### src/rtl/writeback_unit.sv
// Register-file write-back sequencer: merges unstallable ALU results with
// FIFO-buffered load returns and tracks outstanding writes per register.
module writeback_unit #(
  parameter int DEPTH = 4
) (
  input  logic        clk,
  input  logic        rst,
  input  logic        alu_valid,
  input  logic [4:0]  alu_addr,
  input  logic [7:0]  alu_data,
  input  logic        mem_valid,
  output logic        mem_ready,
  input  logic [4:0]  mem_addr,
  input  logic [7:0]  mem_data,
  input  logic        iss_valid,
  input  logic [4:0]  iss_addr,
  input  logic [4:0]  chk_ra_addr,
  input  logic [4:0]  chk_rd_addr,
  output logic        stall,
  output logic        en_WD,
  output logic [4:0]  WD_addr,
  output logic [7:0]  WD,
  output logic [31:0] pending,
  output logic        err
);

  localparam int AW = $clog2(DEPTH);
  localparam logic [AW:0] PTR_ONE = 1;

  // Handshake: a load transfers on a cycle where mem_valid && mem_ready are
  // both high at the rising edge; mem_ready depends only on registered state.

  logic [12:0] fifo_mem [DEPTH];
  logic [AW:0] wr_ptr;
  logic [AW:0] rd_ptr;
  logic        fifo_full;
  logic        fifo_empty;
  logic        push;
  logic        pop;
  logic [12:0] head;

  logic        launch_valid;
  logic [4:0]  launch_addr;
  logic [7:0]  launch_data;
  logic [31:0] pending_next;
  logic        violation;

  // The extra pointer bit separates full (MSBs differ) from empty (equal).
  assign fifo_empty = (wr_ptr == rd_ptr);
  assign fifo_full  = (wr_ptr[AW] != rd_ptr[AW]) &&
                      (wr_ptr[AW-1:0] == rd_ptr[AW-1:0]);
  assign mem_ready  = !fifo_full;
  assign push       = mem_valid && mem_ready;
  assign pop        = !alu_valid && !fifo_empty;
  assign head       = fifo_mem[rd_ptr[AW-1:0]];

  assign stall = pending[chk_ra_addr] | pending[chk_rd_addr] | pending[iss_addr];

  always_comb begin
    launch_valid = 1'b0;
    launch_addr  = 5'd0;
    launch_data  = 8'd0;
    if (alu_valid) begin
      launch_valid = 1'b1;
      launch_addr  = alu_addr;
      launch_data  = alu_data;
    end else if (pop) begin
      launch_valid = 1'b1;
      launch_addr  = head[12:8];
      launch_data  = head[7:0];
    end
  end

  // Clear first so a same-edge set on the same register takes precedence.
  always_comb begin
    pending_next = pending;
    if (en_WD) pending_next[WD_addr] = 1'b0;
    if (iss_valid) pending_next[iss_addr] = 1'b1;
  end

  // A bit being retired on this edge counts as free for a re-issue.
  always_comb begin
    violation = 1'b0;
    if (iss_valid && pending[iss_addr] && !(en_WD && (WD_addr == iss_addr)))
      violation = 1'b1;
    if (launch_valid && !pending[launch_addr])
      violation = 1'b1;
  end

  always_ff @(posedge clk) begin
    if (push) fifo_mem[wr_ptr[AW-1:0]] <= {mem_addr, mem_data};
  end

  always_ff @(posedge clk) begin
    if (rst) begin
      wr_ptr  <= '0;
      rd_ptr  <= '0;
      en_WD   <= 1'b0;
      WD_addr <= 5'd0;
      WD      <= 8'd0;
      pending <= 32'd0;
      err     <= 1'b0;
    end else begin
      if (push) wr_ptr <= wr_ptr + PTR_ONE;
      if (pop)  rd_ptr <= rd_ptr + PTR_ONE;
      en_WD <= launch_valid;
      if (launch_valid) begin
        WD_addr <= launch_addr;
        WD      <= launch_data;
      end
      pending <= pending_next;
      if (violation) err <= 1'b1;
    end
  end

endmodule

### config.mk
export PLATFORM = sky130hd
export DESIGN_NAME = writeback_unit
export DESIGN_NICKNAME = d
export VERILOG_FILES = /design/src/rtl/writeback_unit.sv
export SDC_FILE = /design/constraint.sdc
export NUM_CORES = 1
export LEC_CHECK = 0
export ABC_AREA = 0
export CAP_MARGIN = 40
export CORE_ASPECT_RATIO = 1.75
export CORE_MARGIN = 5
export CORE_UTILIZATION = 48
export CTS_CLUSTER_DIAMETER = 30
export DETAILED_ROUTE_END_ITERATION = 12
export HOLD_SLACK_MARGIN = 0.05
export PLACE_DENSITY = 0.83
export SETUP_SLACK_MARGIN = 0.15
export SLEW_MARGIN = 20
export SYNTH_ARGS = -nofsm -noshare
export SYNTH_HDL_FRONTEND = slang
export SYNTH_SLANG_ARGS = --single-unit
### constraint.sdc
create_clock -name clk -period 3.1 [get_ports clk]
set_input_delay 0.775 -clock clk [delete_from_list [all_inputs] [get_ports clk]]
set_output_delay 0.775 -clock clk [all_outputs]
set_load 0.03 [all_outputs]
# Yosys cells after proc, flatten, opt, wreduce, memory -nomap -nowiden
# Memories as Yosys holds them, arrays and structs flattened. A register that Yosys moved wholly into a read port is not among the register bits.
# Cells that the tools add are included.
[word_totals]
reg_bits = 53
ramBits = 52
in_bits = 46
wordCells = 66
memories = 1
[op_classes]
addsub = 2
magnitude_cmp = 7
eq_ne = 4
n_mux = 26
bitwise = 5
reduce_logical = 14
[mem_list]
columns = ["memory", "words", "word_bits", "rd", "rd_ports_with_merged_regs", "wr", "line", "text"]
rows = [
  ["fifo_mem", 4, 13, 1, 1, 1, "33", "logic [12:0] fifo_mem [DEPTH];"],
]
[ops]
columns = ["cell", "n"]
rows = [
  ["$mux W32", 2],
  ["$and A32 B32 Y32", 1],
  ["$not A32 Y32", 1],
  ["$or A32 B32 Y32", 1],
  ["$lt A5 B6 Y1 const B", 5],
  ["$bmux W1 S5", 4],
  ["$mux W8", 2],
  ["$mux W1", 12],
  ["$demux W1 S5", 2],
  ["$ge A5 B1 Y1 const B", 2],
  ["$mux W5", 2],
  ["$logic_and A1 B1 Y1", 9],
  ["$add A3 B1 Y3 const B", 2],
  ["$eq A5 B5 Y1", 1],
  ["$logic_not A1 Y1", 5],
  ["$mux W2", 2],
  ["$eq A3 B3 Y1", 1],
  ["$eq A2 B2 Y1", 1],
  ["$or A1 B1 Y1", 2],
  ["$ne A1 B1 Y1", 1],
]

# Depth between registers and ports, before layout
# Gate-level depths: netlist (run 1).
[logic_depth]
depth_word = 10
depth_mapped = 10
mapped_depth_nobuf = 7

# Worst setup path after synthesis (run 1)
# No wires, ideal clock.
[synth_timing]
path_kind = "input to output"
from = "input chk_rd_addr[0]"
to = "output stall"
arrival_time_ns = 2.529
required_ns = 2.325
slack_ns = -0.204
path_stages = 5
path_buffers = 1
cell_sequence = "clkbuf_1 mux4_2 mux4_2 mux2i_1 nand3b_1"
[synth_via]
elab_chain_len = 4
[synth_rtl]
columns = ["item", "line", "text"]
rows = [
  ["start, declared", "18", "input logic [4:0] chk_rd_addr,"],
  ["$bmux W1 S5", "57", "assign stall = pending[chk_ra_addr] | pending[chk_rd_addr] | pending[iss_addr];"],
  ["$mux W1 (not written as such)", "57", ""],
  ["$or A1 B1 Y1 (2 in a row)", "57", ""],
  ["end, declared", "19", "output logic stall,"],
]
# No other way between the ends. The select of a mux whose other input is x is not followed.

# Worst setup path after layout (run 1)
[layout_timing]
from = "input chk_ra_addr[0]"
to = "output stall"
[layout_via]
elab_chain_len = 4
[layout_rtl]
columns = ["item", "line", "text"]
rows = [
  ["start, declared", "17", "input logic [4:0] chk_ra_addr,"],
  ["$bmux W1 S5", "57", ""],
  ["$mux W1 (not written as such)", "57", ""],
  ["$or A1 B1 Y1 (2 in a row)", "57", ""],
]
# No other way between the ends. The select of a mux whose other input is x is not followed.

==> reports/qor.csv, run 1 <==
stage,metric,value,unit
setup_path,crit-path max FO,8,
die,die area,13400,um^2
layout,synthesis-to-layout area growth,37.1,%
setup_path,worst reg2reg startpoint,pending[19]$_SDFF_PP0_,
synthesis,asr flop ratio synth,0,
die,initial core utilization,0.485,
timing,final setup violation count,1,
setup_path,crit path launch,chk_ra_addr[0],
worst_hold_path,worst hold endpoint,rd_ptr[2]$_SDFFE_PP0P_,
die,Core Footprint,11000,um^2
timing,min Tclk post-route,3.14,ns
setup_path,"slowest stage cell, crit path",mux4_2,
synthesis,Yosys cell types,45,
timing,Final Hold Vio Count,0,
status,run status,"finished, violations left",
synthesis,Synth area leaders,"edfxtp_1 29%, dfxtp_1 21%, mux4_2 17%, mux2i_1 4.7%, a21oi_1 4.4%",
timing,Slew headroom,0.542,
power_and_ir_drop,Pleak,0.00273,uW
worst_hold_path,Worst Hold Launch,rd_ptr[2]$_SDFFE_PP0P_,
power_and_ir_drop,Power per Cell Area,512,nW/um^2
global_routing,GR Layer Usage met2,0.451,
routing,antenna-violating nets left,0,
routing,1st-iter DRT viols,417,
clocking,CTS tree,built,
setup_path,worst-path cell chain,buf_8 > buf_12 > mux4_2 > mux4_2 > mux2i_1 > nand3b_1 > buf_6,
synthesis,adder-cell share of the synthesized area,0.0117,
timing,Fmax,319,MHz
synthesis,Synth Flop Type,dfxtp_1,
synthesis,Synth Area in XOR/XNOR,0.0196,
clocking,Num CTS Buffers,9,
global_routing,gr busiest metal,met2,
layout,antenna cell count,0,
flow_run,max-cap violation count,0,
synthesis,"Seq/Total Area, Yosys",0.497,
layout,FILL cells,788,
clocking,H-tree depth,3,
synthesis,mux cell area share after synthesis,0.220,
layout,register area,2660,um^2
routing,DR WL/cell,22.8,um
placement,port bufs,94,
synthesis,Post-Syn Instances,450,
layout,layout cells sized above 1,0.248,
routing,via count,4603,
setup_path,R2R depth,13,
global_routing,antenna violations before repair,0,
clocking,root buf cell,clkbuf_16,
synthesis,Yosys top cell area share,0.292,
placement,Placer Congestion,0.995,
global_routing,first-pass GRT wire length,25900,um
timing,crit share post-route,1.01,
synthesis,Post-Syn Area,5350,um^2
global_routing,GRT Util Overall,0.248,
setup_path,CP Launch Type,primary input,
synthesis,syn_nets,501,
setup_path,FF-to-FF setup slack,0.32,ns
global_routing,grt ovf,0,
synthesis,compound-gate portion of the synthesized area,0.111,
setup_path,required time worst endpoint,2.32,ns
clocking,"Reg clk slew, reported paths",0.07,ns
synthesis,Simple-Gate Fraction of Synth Area,0.112,
layout,post-layout util,0.665,
power_and_ir_drop,Total Power,3760,uW
setup_path,Worst EP arrival,2.36,ns
placement,DP HPWL,12500,um
global_routing,GR Layer Usage met1,0.250,
setup_path,crit path kind,in -> out,
power_and_ir_drop,VDD IR max,0.415,mV
routing,Pre-antenna DRT Iters,5,
timing,unrepaired setup endpoints after global routing,true,
routing,number of remaining DRC errors,0,
placement,dpl cell area,6870,um^2
status,violated checks,setup timing,
setup_path,Crit path top cell by count,mux4_2,
timing,Least-Margin Pin Slew,0.687,ns
layout,Final nets,652,
synthesis,"FF+latch count, synth",107,
timing,final setup skew,0.00959,ns
timing,fin. max-slew vios,0,
clocking,Clock Path Buffers,2,
global_routing,number of global-route vias before repair,4807,
layout,multi-input logic area,2570,um^2
placement,dpl ws,-0.982,ns
timing,worst hold slack,0.543,ns
synthesis,largest family of logic cells by synthesized area,multiplexers,
die,num ports,95,
synthesis,Yosys top cell by area,edfxtp_1,
die,Die Ht,150,um
synthesis,syn avg cell area,11.9,um^2
synthesis,yosys warns,0,
setup_path,r2r endpoint,err$_SDFFE_PP0P_,
global_routing,pin count of the biggest net entering global routing,38,
layout,Finished Cell Area,7340,um^2
die,# rows,51,
die,Die W,89.8,um
worst_hold_path,Hold WC Path Type,reg -> reg,
clocking,clock sink total,107,
clocking,clock latency on the worst-skew pair,0.35,ns
worst_hold_path,hold path depth,2,
setup_path,CP Capture Type,primary output,
synthesis,"EDFF count, synth",52,
clocking,cts hold-fix bufs,0,
global_routing,M3 GR Usage,0.0498,
timing,worst setup margin,-0.0381,ns
setup_path,Crit path largest cell delay,0.50,ns
routing,vias per inst,6.24,
routing,total wire length,16800,um
registers in the layout, summed over array words and instances, names as in the netlist, named ones only:
register / flops
WD: 8
fifo_mem: 52
wr_ptr: 3
en_WD: 1
WD_addr: 5
pending: 32
err: 1
rd_ptr: 3
power breakdown:
part | internal (uW) | leakage (uW) | switching [uW]
registers | 1570 | 0.000926 | 71.0
logic | 466 | 0.00165 | 494
clock network | 582 | 0.000152 | 580
metal layers:
metal,wire (um),share of wire,vias up
li1,-,-,2015
met1,5470,0.33,2213
met2,8980,0.53,293
met3,1200,0.071,82
met4,1170,0.069,0
met5,0,0,-
cells in the final DEF (no fill, tap or decap), types with 7 or more instances in the layout:
cell / synthesis / routed
o21ai_0: 33 / 33
mux4_2: 40 / 40
clkdlybuf4s50_1: 0 / 82
clkbuf_16: 0 / 9
dfxtp_1: 55 / 55
nand2_1: 48 / 48
buf_4: 0 / 68
edfxtp_1: 52 / 52
a22oi_1: 8 / 7
a21oi_1: 47 / 47
mux2i_1: 25 / 25
nor2_1: 33 / 33
per-stage QoR:
| stage | setup TNS, ns | instances |
|---|---|---|
| detailed placement | -1.08 | 712 |
| global route | -0.0962 | 738 |
| global placement | -1.10 | 711 |
| finish | -0.0381 | 738 |
| CTS | -0.0441 | 737 |
| floorplan | 0 | 450 |
cell usage after synthesis, types with 2 or more instances:
cell and count:
dfxtp_1 55, edfxtp_1 52, nand2_1 48, a21oi_1 47
mux4_2 40, nor2_1 33, o21ai_0 33, mux2i_1 25
clkbuf_1 22, a22oi_1 8, xor2_1 8, and3_1 6
nand3_1 6, nand3b_1 6, ha_1 5, inv_1 5
a22o_1 4, nor3b_1 4, xnor2_1 4, and2_1 3
and3b_1 3, buf_2 3, a211o_1 2, buf_1 2
nand4b_1 2, nor2b_1 2, o211ai_1 2, or3_1 2
or3b_2 2
cells by family (layout without fill, tap and decap cells):
kind of cell,Yosys count,count (layout)
mux,66,66
simple gates,123,123
compound gates,103,103
flops,107,107
buf+inv,34,190
xor+xnor,12,12
fa+ha+maj,5,5
critical path, delay by kind of cell:
kind                   cells  cell delay [ns]
buffers and inverters      3             0.34
AND/OR/NAND/NOR            1             0.11
multiplexers               3             1.13
worst max path at each step:
stage | endpoint | slack (ns)
2_1_floorplan | stall | 0.09
4_1_cts | stall | -0.04
3_5_place_dp | stall | -0.98
6_report | stall | -0.04
3_3_place_gp | stall | -0.97
5_1_grt | stall | -0.1
what timing repair did:
item	4_1_cts	5_1_grt
resized for setup	40	13
setup buffers	8	1
setup endpoints to repair	1	3
cloned	1	0
pin swaps	3	6
final cells by class:
type / count / share of cell area
multi-input cells: 309 / 0.351
flip-flops and latches: 107 / 0.363
clock inverters: 7 / 0.0121
repair buffers: 169 / 0.218
clock buffers: 9 / 0.0307
inverters: 5 / 0.00256
well taps: 132 / 0.0225
No activity file was read; power rests on OpenSTA's default activity.
==> run 2, diff against run 1 <==
- GPL_TIMING_DRIVEN: default -> 0
==> run 2 against run 1 <==
  * Sequential share of layout area increased by 1.9 points
  * Sequential cell count is the same
  * Global-route usage is 1.3 points lower
  * Critical path depth decreased by 1
  * Largest power group unchanged
  * The flow now finishes without violations
  * Design area fell by 4.9%
  * Clock skew rose by 0.0018 ns
  * First-iteration DRC count fell by 9.4%
  * Fmax is 1.6% higher
  * Core utilization is 3.2 points lower
  * Highest routed layer unchanged
==> reports/qor.csv, run 2 (synthesized netlist as in run 1, its figures left out) <==
stage,metric,value,unit
routing,1st-iter DRT viols,378,
layout,Finished Cell Area,6980,um^2
die,Die Ht,150,um
setup_path,R2R depth,12,
timing,min Tclk post-route,3.09,ns
global_routing,antenna violations before repair,0,
layout,register area,2660,um^2
setup_path,"slowest stage cell, crit path",mux4_2,
die,die area,13400,um^2
setup_path,worst reg2reg startpoint,pending[18]$_SDFF_PP0_,
routing,number of remaining DRC errors,0,
timing,Fmax,324,MHz
layout,multi-input logic area,2600,um^2
die,Core Footprint,11000,um^2
routing,via count,4481,
setup_path,r2r endpoint,err$_SDFFE_PP0P_,
layout,Final nets,615,
routing,antenna-violating nets left,0,
setup_path,CP Launch Type,primary input,
timing,final setup skew,0.0114,ns
timing,Slew headroom,0.454,
global_routing,grt ovf,0,
power_and_ir_drop,Combinational Power Share,0.247,
die,initial core utilization,0.485,
setup_path,worst-path cell chain,clkbuf_16 > mux4_2 > mux4_2 > mux2i_1 > nand3b_1 > buf_6,
layout,FILL cells,821,
setup_path,FF-to-FF setup slack,0.35,ns
timing,fin. max-slew vios,0,
clocking,clock latency on the worst-skew pair,0.35,ns
power_and_ir_drop,Flop pwr share,0.441,
placement,port bufs,85,
routing,DR WL/cell,22.5,um
clocking,Num CTS Buffers,9,
setup_path,Crit path largest cell delay,0.51,ns
clocking,root buf cell,clkbuf_16,
setup_path,Worst EP arrival,2.31,ns
routing,total wire length,15800,um
layout,"commonest non-fill, non-tap cell in the layout",clkdlybuf4s50_1,
power_and_ir_drop,P_sw,1130,uW
power_and_ir_drop,Int Pwr,2570,uW
die,Die W,89.8,um
setup_path,Crit path top cell by count,mux4_2,
layout,Non-Filler Instances,701,
layout,synthesis-to-layout area growth,30.4,%
power_and_ir_drop,switching part of the total,0.306,
placement,Placer Congestion,0.952,
clocking,"Reg clk slew, reported paths",0.08,ns
clocking,clock sink total,107,
placement,placed cell count,667,
global_routing,pin count of the biggest net entering global routing,23,
setup_path,Setup crit end,stall,
layout,layout cells sized above 1,0.183,
layout,antenna cell count,0,
layout,max reg flops,52,
status,run status,completed,
global_routing,first-pass GRT wire length,24700,um
power_and_ir_drop,Pleak,0.00245,uW
setup_path,crit path launch,chk_ra_addr[0],
setup_path,critical path depth in cells,6,
die,# rows,51,
power_and_ir_drop,VDD IR max,0.450,mV
setup_path,CP Capture Type,primary output,
global_routing,number of global-route vias before repair,4634,
timing,Final Hold Vio Count,0,
power_and_ir_drop,Power per Cell Area,530,nW/um^2
setup_path,crit path kind,in -> out,
flow_run,max-cap violation count,0,
worst_hold_path,Hold WC Path Type,reg -> reg,
setup_path,"CP delay by family, top",multiplexers,
power_and_ir_drop,clock share of power,0.312,
placement,DP HPWL,11300,um
timing,Least-Margin Pin Slew,0.817,ns
global_routing,GRT Util Overall,0.235,
power_and_ir_drop,Total Power,3700,uW
setup_path,Buffers & Inverters on Critical Path,2,
clocking,H-tree depth,3,
setup_path,required time worst endpoint,2.32,ns
clocking,CTS tree,built,
timing,crit share post-route,0.996,
timing,final setup violation count,0,
routing,vias per inst,6.39,
setup_path,crit-path max FO,7,
timing,unrepaired setup endpoints after global routing,true,
layout,most frequent cells in the layout,"81 x clkdlybuf4s50_1, 55 x dfxtp_1, 52 x edfxtp_1",
clocking,Clock Path Buffers,2,
die,num ports,95,
timing,worst hold slack,0.557,ns
placement,dpl cell area,6460,um^2
routing,Pre-antenna DRT Iters,5,
==> run 2: cell count changes in the layout (fill, tap and decap cells not counted), moves of 3 or more <==
cell       previous run  this run
buf_6                 5         2
buf_12                5         0
nor3b_2               0         4
clkbuf_16             9        13
nor3b_1               4         0
clkbuf_1              0        17
buf_4                68        19
==> run 2: power groups by stage <==
stage / Clock, uW / Sequential, uW / Combinational, uW
after global routing: 1230 / 1640 / 975
after detailed placement: 0 / 1660 / 873
after global placement: 0 / 1660 / 853
after CTS: 1180 / 1630 / 893
after floorplan: 0 / 1710 / 545
final: 1160 / 1630 / 914
==> run 2: area by class of cell <==
class / count / share of cell area
Inverter: 5 / 0.00269
Sequential cell: 107 / 0.381
Tap cell: 132 / 0.0237
Buffer: 29 / 0.0339
Timing Repair Buffer: 103 / 0.141
Clock buffer: 9 / 0.0323
Clock inverter: 7 / 0.0131
Multi-Input combinational cell: 309 / 0.372
==> run 2: layer usage <==
layer  GRT usage  part of all wire
met4       0.150             0.071
met5           0                 0
met3      0.0644             0.080
met2       0.416              0.52
met1       0.240              0.33
==> run 2: worst min-delay path by stage <==
stage | start | end | slack (ns) | cells past startpoint
after global placement | rd_ptr[2]$_SDFFE_PP0P_ | rd_ptr[2]$_SDFFE_PP0P_ | 0.51 | 2
after CTS | pending[1]$_SDFF_PP0_ | pending[1]$_SDFF_PP0_ | 0.56 | 2
final | rd_ptr[2]$_SDFFE_PP0P_ | rd_ptr[2]$_SDFFE_PP0P_ | 0.56 | 2
after global routing | pending[2]$_SDFF_PP0_ | pending[2]$_SDFF_PP0_ | 0.58 | 2
after floorplan | rd_ptr[2]$_SDFFE_PP0P_ | rd_ptr[2]$_SDFFE_PP0P_ | 0.50 | 2
after detailed placement | rd_ptr[2]$_SDFFE_PP0P_ | rd_ptr[2]$_SDFFE_PP0P_ | 0.54 | 2
==> run 2: stage by stage <==
step / TNS [ns] / utilization / setup slack (ns)
after floorplan: 0 / - / 0.0888
after global placement: -1.28 / 0.585 / -1.08
after detailed placement: -1.38 / 0.585 / -1.12
after CTS: 0 / 0.624 / 0.0204
after global routing: -0.0180 / 0.632 / -0.0180
final: 0 / 0.632 / 0.0122
==> run 2: worst register-to-register path, delay by kind of cell, from the launching register on <==
kind            cells  cell delay [ns]
buf+inv             6             0.83
mux                 1             0.52
compound gates      3             0.46
simple gates        2             0.42
flops               1             0.39
==> run 2: repair_timing <==
action                                  in CTS  in global routing
hold buffers                                 0                  0
buffers inserted                            14                  4
resized for setup                           22                 13
pin swaps                                    2                  1
endpoints found under the setup margin       2                  3
